**src/rtl/imm_encode.sv**
```systemverilog
// Two-stage valid/ready immediate encoder: classify/check, then pack into template.
// Optional `IMM_ENCODE_ERRCNT_EN adds a saturating error-handshake counter ErrCnt_o.
module imm_encode #(
    parameter int DATAWIDTH = 32
) (
    input  logic                 clk_i,
    input  logic                 rst_n_i,
    input  logic                 in_valid_i,
    output logic                 in_ready_o,
    input  logic [2:0]           ImmSrc_i,
    input  logic [DATAWIDTH-1:0] Imm_i,
    input  logic [DATAWIDTH-1:0] Base_i,
    output logic                 out_valid_o,
    input  logic                 out_ready_i,
    output logic [DATAWIDTH-1:0] Instr_o,
    output logic                 Err_o,
`ifdef IMM_ENCODE_ERRCNT_EN
    output logic [1:0]           ErrCode_o,
    output logic [15:0]          ErrCnt_o
`else
    output logic [1:0]           ErrCode_o
`endif
);

    logic                 v1;
    logic [2:0]           s1_src;
    logic [20:0]          s1_imm;
    logic [DATAWIDTH-1:0] s1_base;
    logic [1:0]           s1_code;

    logic s2_adv;
    logic in_hs;

    assign s2_adv     = !out_valid_o || out_ready_i;
    assign in_ready_o = !v1 || s2_adv;
    assign in_hs      = in_valid_i && in_ready_o;

    // Signed-fit tests: all bits above the field's sign bit equal it.
    logic fit12, fit13, fit20, fit21;
    assign fit12 = (&Imm_i[31:11]) || !(|Imm_i[31:11]);
    assign fit13 = (&Imm_i[31:12]) || !(|Imm_i[31:12]);
    assign fit20 = (&Imm_i[31:19]) || !(|Imm_i[31:19]);
    assign fit21 = (&Imm_i[31:20]) || !(|Imm_i[31:20]);

    logic [1:0] code_c;

    always_comb begin
        code_c = 2'b00;
        case (ImmSrc_i)
            3'b000, 3'b001: begin
                if (!fit12) code_c = 2'b01;
            end
            3'b010: begin
                if (Imm_i[0])    code_c = 2'b10;
                else if (!fit13) code_c = 2'b01;
            end
            3'b011: begin
                if (!fit20) code_c = 2'b01;
            end
            3'b100: begin
                if (Imm_i[0])    code_c = 2'b10;
                else if (!fit21) code_c = 2'b01;
            end
            default: code_c = 2'b11;
        endcase
    end

    always_ff @(posedge clk_i or negedge rst_n_i) begin
        if (!rst_n_i) begin
            v1      <= 1'b0;
            s1_src  <= 3'b000;
            s1_imm  <= '0;
            s1_base <= '0;
            s1_code <= 2'b00;
        end else begin
            if (in_ready_o) v1 <= in_valid_i;
            if (in_hs) begin
                s1_src  <= ImmSrc_i;
                s1_imm  <= Imm_i[20:0];
                s1_base <= Base_i;
                s1_code <= code_c;
            end
        end
    end

    logic [DATAWIDTH-1:0] mask;
    logic [DATAWIDTH-1:0] fld;
    logic [DATAWIDTH-1:0] packed_c;

    always_comb begin
        mask = '0;
        fld  = '0;
        case (s1_src)
            3'b000: begin
                mask = 32'hFFF0_0000;
                fld  = {s1_imm[11:0], 20'b0};
            end
            3'b001: begin
                mask = 32'hFE00_0F80;
                fld  = {s1_imm[11:5], 13'b0, s1_imm[4:0], 7'b0};
            end
            3'b010: begin
                mask = 32'hFE00_0F80;
                fld  = {s1_imm[12], s1_imm[10:5], 13'b0,
                        s1_imm[4:1], s1_imm[11], 7'b0};
            end
            3'b011: begin
                mask = 32'hFFFF_F000;
                fld  = {s1_imm[19:0], 12'b0};
            end
            3'b100: begin
                mask = 32'hFFFF_F000;
                fld  = {s1_imm[20], s1_imm[10:1], s1_imm[11],
                        s1_imm[19:12], 12'b0};
            end
            default: begin
                mask = '0;
                fld  = '0;
            end
        endcase
        packed_c = (s1_code == 2'b00) ? ((s1_base & ~mask) | fld) : s1_base;
    end

    always_ff @(posedge clk_i or negedge rst_n_i) begin
        if (!rst_n_i) begin
            out_valid_o <= 1'b0;
            Instr_o     <= '0;
            Err_o       <= 1'b0;
            ErrCode_o   <= 2'b00;
        end else if (s2_adv) begin
            out_valid_o <= v1;
            if (v1) begin
                Instr_o   <= packed_c;
                Err_o     <= (s1_code != 2'b00);
                ErrCode_o <= s1_code;
            end
        end
    end

`ifdef IMM_ENCODE_ERRCNT_EN
    always_ff @(posedge clk_i or negedge rst_n_i) begin
        if (!rst_n_i) begin
            ErrCnt_o <= 16'h0000;
        end else if (out_valid_o && out_ready_i && Err_o
                     && ErrCnt_o != 16'hFFFF) begin
            ErrCnt_o <= ErrCnt_o + 16'h0001;
        end
    end
`endif

endmodule

```
**config.mk**
```make
export PLATFORM = sky130hd
export DESIGN_NAME = imm_encode
export DESIGN_NICKNAME = d
export VERILOG_FILES = /design/src/rtl/imm_encode.sv
export SDC_FILE = /design/constraint.sdc
export NUM_CORES = 1
export LEC_CHECK = 0
export ABC_AREA = 1
export BUFFER_PORTS_ARGS = -buffer_cell sky130_fd_sc_hd__buf_2
export CELL_PAD_IN_SITES_DETAIL_PLACEMENT = 0
export CELL_PAD_IN_SITES_GLOBAL_PLACEMENT = 1
export CORE_ASPECT_RATIO = 1.4
export CORE_MARGIN = 2
export CORE_UTILIZATION = 42
export CTS_CLUSTER_SIZE = 12
export DETAILED_ROUTE_END_ITERATION = 6
export GPL_TIMING_DRIVEN = 0
export PLACE_DENSITY_LB_ADDON = 0.12
export REMOVE_ABC_BUFFERS = 1
export SYNTH_ARGS = -nofsm -noshare
export SYNTH_HDL_FRONTEND = slang
export SYNTH_SLANG_ARGS = --single-unit
export TNS_END_PERCENT = 1
```
**constraint.sdc**
```tcl
create_clock -name clk_i -period 2.47 [get_ports clk_i]
set_clock_uncertainty 0.05 [all_clocks]
set_input_delay 0.1235 -clock clk_i [delete_from_list [all_inputs] [get_ports clk_i]]
set_output_delay 0.1235 -clock clk_i [all_outputs]
set_load 0.02 [all_outputs]
```
# Word level (Yosys, flattened, before mapping)

Index checks and enable logic that the tools add are counted.

Flip-flop bits (word level): 95
Bits of input ports: 71
Output and inout port bits: 37
Word-level logic and storage cells: 59

Equality and inequality tests: 8
Multiplexer cells: 10
Bitwise operators: 3
Reductions and logical operators: 29

Operators by type and width:

| cell                                                            | count |
|---|---|
| 32-bit one-hot mux with 5 select lines                          | 1 |
| 32-bit one-hot mux with 3 select lines                          | 1 |
| 32-bit bitwise AND                                              | 1 |
| 32-bit 2-to-1 mux                                               | 1 |
| 32-bit inverter                                                 | 1 |
| 32-bit OR                                                       | 1 |
| 21-bit AND reduction                                            | 1 |
| 21-bit OR reduction                                             | 1 |
| 20-bit AND reduction                                            | 1 |
| 20-bit OR reduction                                             | 1 |
| 13-bit AND reduction                                            | 1 |
| 13-bit OR reduction                                             | 1 |
| 3-bit by 2-bit == test with 1-bit output, second input constant | 4 |
| 12-bit AND reduction                                            | 1 |
| 12-bit OR reduction                                             | 1 |
| 2-bit one-hot mux with 4 select lines                           | 1 |
| 3-bit by 1-bit == test with 1-bit output, second input constant | 2 |
| 3-bit == test, second input constant                            | 2 |
| 1-bit logical NOT                                               | 6 |
| 3-bit logical NOT                                               | 2 |
| 1-bit logical OR                                                | 6 |
| 2-bit OR reduction                                              | 3 |
| 1-bit 2-to-1 mux                                                | 4 |
| 2-bit 2-to-1 mux                                                | 2 |
| 4 further kinds                                                 | 4 |

# Logic depth before layout (Yosys ltp)

Word-level depth: 7
Depth in mapped cells: 11

# Worst setup path after synthesis

OpenSTA, ideal clock, no wires.

Path kind: register to register
From: register out_valid_o
To: register s1_base[11]
Arrival: 1.454 ns
Setup slack: 0.842 ns
Stages on the path, launching flop included: 5
Path buffers: 1
Clock period less this slack: 1.628 ns
Cell sequence: dfrtp_1 > nand3_1 > nand2_1 > buf_2 > mux2_2

Cells in the longest elaborated chain, start to end: 4

Ends and longest elaborated chain:

| what                   | RTL line | text |
|---|---|---|
| start, declared        | 13       | `output logic out_valid_o,` |
| start signal, assigned | 131      | `out_valid_o <= v1;` |
| 1-bit logical NOT      | 34       | `assign s2_adv = !out_valid_o \|\| out_ready_i;` |
| 1-bit logical OR       | 34       |  |
| 1-bit logical OR       | 35       | `assign in_ready_o = !v1 \|\| s2_adv;` |
| named net in_ready_o   | 9        | `output logic in_ready_o,` |
| 1-bit logical AND      | 36       | `assign in_hs = in_valid_i && in_ready_o;` |
| end signal, assigned   | 80       | `s1_base <= Base_i;` |
| end, declared          | 28       | `logic [DATAWIDTH-1:0] s1_base;` |

The timed path passes the listed nets, and every way through them passes these cells.
A chain may end at the register's enable or synchronous reset.

# Worst setup path after layout

From: register s1_src[2]
To: register Instr_o[14]

Cells in the longest elaborated chain, start to end: 7
Elaborated cells on any way between the ends: 13
Classes of those cells: eq/ne: 4; mux: 3; bitwise: 3; reduce/logical: 3

Ends and longest elaborated chain:

| what                                   | RTL line | text |
|---|---|---|
| start, declared                        | 26       | `logic [2:0] s1_src;` |
| start signal, assigned                 | 78       | `s1_src <= ImmSrc_i;` |
| 3-bit == test (tied with other cells)  | 93       | `case (s1_src)` |
| 2-bit OR reduction (no source line)    | n/a      |  |
| 32-bit one-hot mux with 3 select lines | 93       |  |
| 32-bit inverter                        | 121      | `packed_c = (s1_code == 2'b00) ? ((s1_base & ~mask) \| fld) : s1_base;` |
| 32-bit bitwise AND                     | 121      |  |
| 32-bit OR (*)                          | 121      |  |
| 32-bit 2-to-1 mux (*)                  | 121      |  |
| end signal, assigned                   | 133      | `Instr_o <= packed_c;` |
| end, declared                          | 15       | `output logic [DATAWIDTH-1:0] Instr_o,` |

Mark *: on every way between the ends. The rest lies on a longest branch, timed or not.

==> run metrics <==
crit end category=register; worst hold path class=primary input to register; DRC Markers=0; leakage=0.00288 uW; ANT cells=0; Hold Slack=-0.000185 ns; via count=3876; total power=4910 uW; Reg area=2380 sq um; Antenna Nets Post-Route=0; number of setup violations in the final report=0; RD Place Congestion=0.839; overall routing resource usage=20.4%; top_reg_cell synth=dfrtp_1; Final Non-Filler Cells=805; clk_lat worst skew=0.34 ns; RSZ-0062 raised after global routing=false; met1 usage=26.4%; synthesized area=4370 sq um; Overflow after GRT=0; Yosys cell types=24; Syn Inst Count=530; cell-internal power=3290 uW; post_cts resized=0; PortBufs=107; global-route wire length before repair=18500 microns; Seq/Total Area, Yosys=54.3%; crit path max fanout=21; most frequent cells after synthesis=nand2_1, dfrtp_1, nor2_1, inv_1, a21oi_1; Final #Nets=733; grt met2 use=34.7%; clock power share=30.5%; # clock sinks=95; clk buf depth=2; initial DRC count=208; initial antenna violation count=0; critical path required time=2.65 ns; Core Area=10200 sq um; DIE WIDTH=90.3 microns; switching part of the total=32.8%; vias in the first global route=3875; Syn. warnings=0; Vert. Die Dim=125 microns; Clk pin slew, worst setup/hold paths=0.06 ns; biggest area contributors in the synthesized netlist=dfrtp_1, nand2_1, a21oi_1; share of flip-flops with an asynchronous set or reset=100%; maxcap violations=0; final WL=10900 microns; arrival time worst endpoint=2.34 ns; Final Max Slew Viols=0; Final Critical Period=2.17 ns; Seq pwr share=42.1%; status=finished, violations left; overall die area=11300 sq um; Worst Tran Pin Value=0.783 ns; Psw=1610 uW; mean routed wirelength per cell=13.6 microns; clock root buffer=clkbuf_16; area leader, netlist=dfrtp_1; drt first pass iters=4; Max IR drop VDD=308 uV; TritonCTS clock tree=done; Total Negative Setup Slacks=0 ns; Ports=108; most frequent cell after synthesis=nand2_1; total CTS buffers=9; fmax=461 MHz; EDFF count, synth=0; FILL cells=1023; met3 Usage GRT=3.21%; routed vias/inst=4.81; Seq cells post-synth=95; footprint of the multi-input gates=1650 sq um; GR peak layer=met2; pwr dens=858 nW/um^2; Post-CTS Setup Bufs=0; failing checks=negative hold slack; Final Hold Viols=1; Hold Buf Count CTS=33; final period utilization=87.7%; layout cell share with drive strength beyond 1=21.7%; Area Overhead vs Synth=30.7%; largest net degree at the start of global routing=97; H-tree Lvls=3; Starting Density=42.7%; Mean Syn Cell Area=8.25 sq um; Cell Rows=44; Yosys top cell area share=54.3%; DP HPWL=7530 microns; critical path class=register to register; Max transition margin=47.7%; Comb pwr share=27.4%; Startpoint Class=register; dpl cells=756
per-stage QoR:
| step | util, % | worst slack [ns] | area, sq um |
|---|---|---|---|
| after floorplan | - | -0.613 | 4270 |
| after global placement | 48.6 | -1.15 | 4980 |
| after detailed placement | 49.5 | 0.353 | 5060 |
| after CTS | 55.9 | 0.291 | 5720 |
| after global routing | 55.9 | 0.0614 | 5720 |
| final | 55.9 | 0.303 | 5720 |
cells by family after synthesis:
kind of cell / count (synthesis) / share of synthesized area [%]
flip-flops: 95 / 54.3
multiplexers: 12 / 3.09
AO/OA/AOI/OAI: 119 / 15.0
buffers and inverters: 90 / 8.24
AND/OR/NAND/NOR: 214 / 19.3
final timing paths:
| check | cells after the start | startpoint | end | slack [ns] |
|---|---|---|---|---|
| min in group asynchronous | 2 | rst_n_i | Instr_o[2] | 0.21 |
| setup reg to reg | 6 | s1_src[2] | Instr_o[14] | 0.30 |
| max in group asynchronous | 3 | rst_n_i | s1_imm[8] | 1.48 |
| setup / recovery | 6 | s1_src[2] | Instr_o[14] | 0.30 |
| hold / removal | 3 | Base_i[2] | s1_base[2] | -0.0002 |
| hold reg to reg | 2 | Instr_o[12] | Instr_o[12] | 0.42 |
metal layers:
metal | vias up | wire length (microns)
met5 | - | 0
met3 | 13 | 420
met2 | 89 | 5480
met1 | 1812 | 4880
met4 | 0 | 155
li1 | 1962 | -
final cells by class:
type | count | area share (%)
clock inverter | 5 | 1.42
multi-input combinational | 345 | 28.8
inverter | 68 | 4.46
tap | 138 | 3.02
sequential | 95 | 41.6
clock buffer | 11 | 4.24
timing repair buffer | 143 | 16.5
critical path, cell delays in order (launching register included):
cell and delay [ns]:
dfrtp_1 0.40, inv_2 0.15, nand3_1 0.56, a21oi_2 0.65, o21ai_1 0.12, nand2_1 0.07
nand2_1 0.05
power by group through the flow:
stage          clock network (uW)  registers [uW]  logic, uW
6_report                     1500            2060       1350
4_1_cts                      1530            2070       1360
3_5_place_dp                    0            2090       1310
5_1_grt                      1590            2110       1500
3_3_place_gp                    0            2080       1290
2_1_floorplan                   0            2320        578
layout by cell type, fill, tap and decap left out, types with 9 or more instances in the layout:
master         count
inv_1             66
o22ai_1           14
dlygate4sd3_1     33
buf_2            106
o21ai_0           19
dfrtp_1           95
mux2_2            12
nor2_1            75
a21oi_1           65
nand2_1          112
nand3_1           20
o21ai_1           10
clkbuf_16          9
sequential cells by signal, summed over array words and instances, names as in the netlist:
register / cells
Instr_o: 32
ErrCode_o: 2
out_valid_o: 1
Err_o: 1
s1_base: 32
s1_imm: 21
s1_code: 2
s1_src: 3
v1: 1
Note: power is estimated with default switching activity, not from simulation.
